`src/rtl/serial_work_transmit.sv`:
```
// serial_work_transmit: serializes one 672-bit work frame {data, nonce, target1}
// MSB-first as NBYTES bytes onto a byte-level UART transmitter handshake.
// Each byte is strobed for one cycle, followed by a fixed two-cycle hold so the
// transmitter can drop tx_ready, then a wait for tx_ready before the next byte.
module serial_work_transmit #(
   parameter int NBYTES     = 84,   // bytes per frame; must equal 672/8
   parameter int GAP_CYCLES = 0     // idle clocks between bytes (0..255)
) (
   input  logic         clk,
   input  logic         reset,
   input  logic         send,
   input  logic [607:0] data,
   input  logic [31:0]  nonce,
   input  logic [31:0]  target1,
   output logic         busy,
   output logic         done,
   output logic [7:0]   tx_byte,
   output logic         tx_new_byte,
   input  logic         tx_ready
);

   localparam int         FRAME_W  = NBYTES * 8;
   localparam logic [6:0] LAST_CNT = 7'(NBYTES);
   localparam logic [7:0] GAP_LAST = 8'(GAP_CYCLES - 1);

   typedef enum logic [2:0] {
      S_IDLE,
      S_WAIT_RDY,
      S_HOLD,
      S_WAIT_DONE,
      S_GAP,
      S_FINISH
   } state_t;

   state_t               state_q, state_d;
   logic [FRAME_W-1:0]   shift_q, shift_d;
   logic [6:0]           cnt_q, cnt_d;      // bytes already handed off
   logic                 hold_q, hold_d;    // second HOLD cycle marker
   logic [7:0]           gap_q, gap_d;
   logic [7:0]           tx_byte_q, tx_byte_d;

   // State and datapath registers; reset aborts any frame in flight.
   always_ff @(posedge clk or posedge reset) begin
      if (reset) begin
         state_q   <= S_IDLE;
         shift_q   <= '0;
         cnt_q     <= '0;
         hold_q    <= 1'b0;
         gap_q     <= '0;
         tx_byte_q <= '0;
      end else begin
         state_q   <= state_d;
         shift_q   <= shift_d;
         cnt_q     <= cnt_d;
         hold_q    <= hold_d;
         gap_q     <= gap_d;
         tx_byte_q <= tx_byte_d;
      end
   end

   // Next-state logic and handshake outputs.
   always_comb begin
      state_d     = state_q;
      shift_d     = shift_q;
      cnt_d       = cnt_q;
      hold_d      = hold_q;
      gap_d       = gap_q;
      tx_byte_d   = tx_byte_q;
      tx_new_byte = 1'b0;
      busy        = (state_q == S_WAIT_RDY) || (state_q == S_HOLD) ||
                    (state_q == S_WAIT_DONE) || (state_q == S_GAP);
      done        = (state_q == S_FINISH);

      case (state_q)
         S_IDLE: begin
            if (send) begin
               shift_d = {data, nonce, target1};
               cnt_d   = '0;
               state_d = S_WAIT_RDY;
            end
         end
         S_WAIT_RDY: begin
            if (tx_ready) begin
               tx_new_byte = 1'b1;
               tx_byte_d   = shift_q[FRAME_W-1 -: 8];
               shift_d     = shift_q << 8;
               cnt_d       = cnt_q + 7'd1;
               hold_d      = 1'b0;
               state_d     = S_HOLD;
            end
         end
         S_HOLD: begin
            // tx_ready is deliberately ignored here: the transmitter may still
            // show ready for a cycle or two after accepting the byte.
            if (hold_q) begin
               state_d = S_WAIT_DONE;
            end else begin
               hold_d = 1'b1;
            end
         end
         S_WAIT_DONE: begin
            if (tx_ready) begin
               if (cnt_q == LAST_CNT) begin
                  state_d = S_FINISH;
               end else if (GAP_CYCLES > 0) begin
                  gap_d   = '0;
                  state_d = S_GAP;
               end else begin
                  state_d = S_WAIT_RDY;
               end
            end
         end
         S_GAP: begin
            if (gap_q == GAP_LAST) begin
               state_d = S_WAIT_RDY;
            end else begin
               gap_d = gap_q + 8'd1;
            end
         end
         S_FINISH: begin
            state_d = S_IDLE;
         end
         default: begin
            state_d = S_IDLE;
         end
      endcase
   end

   // The byte is presented in the strobe cycle and then held until the next strobe.
   always_comb begin
      tx_byte = tx_new_byte ? shift_q[FRAME_W-1 -: 8] : tx_byte_q;
   end

endmodule
```
`config.mk`:
```
export PLATFORM = sky130hd
export DESIGN_NAME = serial_work_transmit
export DESIGN_NICKNAME = d
export VERILOG_FILES = /design/src/rtl/serial_work_transmit.sv
export SDC_FILE = /design/constraint.sdc
export NUM_CORES = 2
export LEC_CHECK = 0
export ABC_AREA = 0
export BUFFER_PORTS_ARGS = -buffer_cell sky130_fd_sc_hd__buf_2
export CAP_MARGIN = 20
export CORE_MARGIN = 2
export CORE_UTILIZATION = 45
export CTS_BUF_LIST = sky130_fd_sc_hd__clkbuf_4
export CTS_CLUSTER_DIAMETER = 100
export DETAILED_ROUTE_END_ITERATION = 6
export PLACE_DENSITY = 0.67
export SYNTH_ARGS = -nofsm -noshare
export SYNTH_HDL_FRONTEND = slang
export SYNTH_SLANG_ARGS = --single-unit
export TNS_END_PERCENT = 20
```
`constraint.sdc`:
```
create_clock -name clk -period 23.8 [get_ports clk]
set_input_delay 2.38 -clock clk [delete_from_list [all_inputs] [get_ports clk]]
set_output_delay 2.38 -clock clk [all_outputs]
set_load 0.02 [all_outputs]
```
==> results.sh <==
export IMPL_post_route_period_util_pct=27.36
export IMPL_syn_area_per_cell_um2=14.95
export IMPL_place_worst_setup_slack_ns=16.33
export IMPL_grt_pass1_wl_um=132200
export IMPL_setup_viol=0
export IMPL_synth_area_um2=34180
export IMPL_post_route_drc_count=0
export IMPL_synth_async_reset_ratio_pct=100.0
export IMPL_cp_buffers_inverters=5
export IMPL_grt_pass1_vias=23560
export IMPL_crit_path_end_kind="flop"
export IMPL_grt_overflow_total=0
export IMPL_synth_top_area_share_pct=51.17
export IMPL_coreArea_um2=75570
export IMPL_crit_top_cell="buf_4"
export IMPL_crit_fanout=85
export IMPL_start_util_pct=45.23
export IMPL_cp_arrival_ns=7.36
export IMPL_synth_seq_cells=699
export IMPL_setup_tns_final_ns=0
export IMPL_p_leak_uw=0.01797
export IMPL_cts_post_setup_buffers_inserted=0
export IMPL_ctsResizeCount=0
export IMPL_htreeDepth=4
export IMPL_drv_cap=0
export IMPL_min_path_type="flop to flop"
export IMPL_layout_min_cycle_time_ns=6.512
export IMPL_grt_max_degree=209
export IMPL_viasPerCell=5.102
export IMPL_cts_root_buf="clkbuf_4"
export IMPL_ios=687
export IMPL_wl_per_cell_um=20.53
export IMPL_status="finished, violations left"
export IMPL_multi_input_area_um2=15740
export IMPL_synth_most_common_cell="mux2_2"
export IMPL_critical_path_top_delay_family="buffers and inverters"
export IMPL_drive_above_1_share_pct=74.53
export IMPL_grt_total_usage_pct=21.87
export IMPL_fill_cells=6461
export IMPL_place_gp_congestion=0.8591
export IMPL_grt_setup_unrepaired="false"
export IMPL_clockBufferDepth=3
export IMPL_startpoint_type="primary input"
export IMPL_ys_flop_type="dfrtp_1"
export IMPL_crit_chain="buf_2 -> mux2i_4 -> nor2_8 -> buf_4 -> buf_4 -> buf_4 -> buf_4 -> mux2_2"
export IMPL_ys_types=40
export IMPL_fp_dieH_um=279.6
export IMPL_cts_sinks=699
export IMPL_yosysSeqAreaShare_pct=51.17
export IMPL_antenna_found_initial=82
export IMPL_slowest_stage="buf_4"
export IMPL_die_area_um2=78180
export IMPL_synth_area_top_cells="dfrtp_1 (51%), mux2_2 (44%), buf_4 (1.5%), buf_2 (1.1%), a22o_1 (0.20%)"
export IMPL_peakVddDrop_uv=117.0
export IMPL_finalWorstSetupSlack_ns=17.29
export IMPL_power_density_nw_per_um2=134.5
export IMPL_numPortBuffers=686
export IMPL_critical_path_class="primary input to flop"
export IMPL_yosys_area_top_type="dfrtp_1"
export IMPL_cts_made_buffers=187
export IMPL_synth_common_cells="mux2_2 (1340), dfrtp_1 (699), buf_2 (76), buf_4 (69), a22o_1 (8)"
export IMPL_cts_tree="yes"
export IMPL_nets=3712
export IMPL_drv_slew=68
export IMPL_first_iter_violations=1057
export IMPL_violations="slew limit"
export IMPL_synth_edf_count=0
export IMPL_area_growth_pct=19.28
export IMPL_hold_buffers=0
export IMPL_yosysWarnings=0
export IMPL_clock_latency_ns=1.03
export IMPL_slowest_delay_ns=1.01
export IMPL_cp_required_ns=24.64
export IMPL_die_w_um=279.6
export IMPL_dpl_hpwl_um=60950
export IMPL_maxSlewHeadroom_pct=-3.113
export IMPL_synth_nets=2965
export IMPL_finalClockSkew_ns=0.08649
export IMPL_vias=21490
export IMPL_worstMarginPinSlew_ns=1.547
export IMPL_drt_pass1_iter_count=6
export IMPL_hold_violations=0
export IMPL_drtAntennaViolNets=0
export IMPL_register_area_um2=17490
export IMPL_syn_inst=2286
export IMPL_cts_clk_slew_worst_paths_ns=0.06
export IMPL_drt_total_wl_um=86460
export IMPL_row_count=101
export IMPL_max_freq_mhz=153.6
## per-layer routing
layer | wire, um | GRT usage, % | share of wire, % | up-vias
met2 | 43070 | 36.15 | 50 | 582
met4 | 2826 | 10.98 | 3.3 | 52
li1 | - | - | - | 10030
met5 | 320 | 0 | 0.37 | -
met3 | 5615 | 7.473 | 6.5 | 214
met1 | 34630 | 25.29 | 40 | 10610
## cells by family (layout without fill, tap and decap cells)
kind of cell             after synthesis  in the layout  share of synthesized area (%)
other                                  0             62                              0
multiplexers                        1344           1344                          44.30
AO/OA/AOI/OAI                         24             24                         0.5015
adder cells (fa/ha/maj)                3              3                         0.1098
XOR/XNOR                               4              4                         0.1025
buffers and inverters                160           1046                          2.848
flip-flops                           699            699                          51.17
AND/OR/NAND/NOR                       52             52                         0.9700
## metrics by stage
| step | hold slack (ns) | util, % | total power (uW) | instance area, um^2 | cells |
|---|---|---|---|---|---|
| 2_1_floorplan | 0.4673 | - | 4001 | 34180 | 2286 |
| 5_1_grt | 0.5124 | 53.93 | 5848 | 40750 | 4204 |
| 4_1_cts | 0.5043 | 53.63 | 5532 | 40530 | 4146 |
| 3_5_place_dp | 0.4897 | 50.43 | 4413 | 38110 | 3818 |
| 3_3_place_gp | 0.4814 | 50.43 | 4305 | 38110 | 3818 |
| 6_report | 0.4991 | 53.96 | 5483 | 40770 | 4212 |
## power by group
group	total [uW]	internal, uW	switching, uW
clock network	1080	574	511
logic	2260	1410	851
registers	2140	1810	329
total	5480	3790	1690
## final cells by class
class	instances	area share (%)
Multi-Input combinational cell	1427	38.61
Inverter	6	0.07365
Sequential cell	699	42.90
Antenna cell	62	0.3805
Timing Repair Buffer	712	9.108
Clock inverter	45	0.7150
Tap cell	978	3.001
Clock buffer	283	5.211
## final timing paths
kind	start	end	slack [ns]	depth (start not counted)
worst max-delay path	tx_ready	shift_q[352]	17.29	8
worst min-delay path	shift_q[626]	shift_q[626]	0.50	1
worst max register to register	state_q[1]	shift_q[352]	17.90	7
worst min register to register	shift_q[626]	shift_q[626]	0.50	1
max in group asynchronous	reset	shift_q[204]	19.14	5
min in group asynchronous	reset	shift_q[53]	1.55	2
## cell usage in the layout, fill, tap and decap left out, types with 7 or more instances in the layout
cell / n
a22o_1: 8
buf_2: 686
buf_4: 21
clkbuf_4: 283
clkinv_1: 29
dfrtp_1: 699
diode_2: 62
mux2_2: 1340
nand2_1: 7
nor2_1: 7
## state kept, by name, summed over array words and instances (netlist names)
name       flops
cnt_q          7
hold_q         1
tx_byte_q      8
shift_q      672
gap_q          8
state_q        3
(Power assumes the default switching activity.)
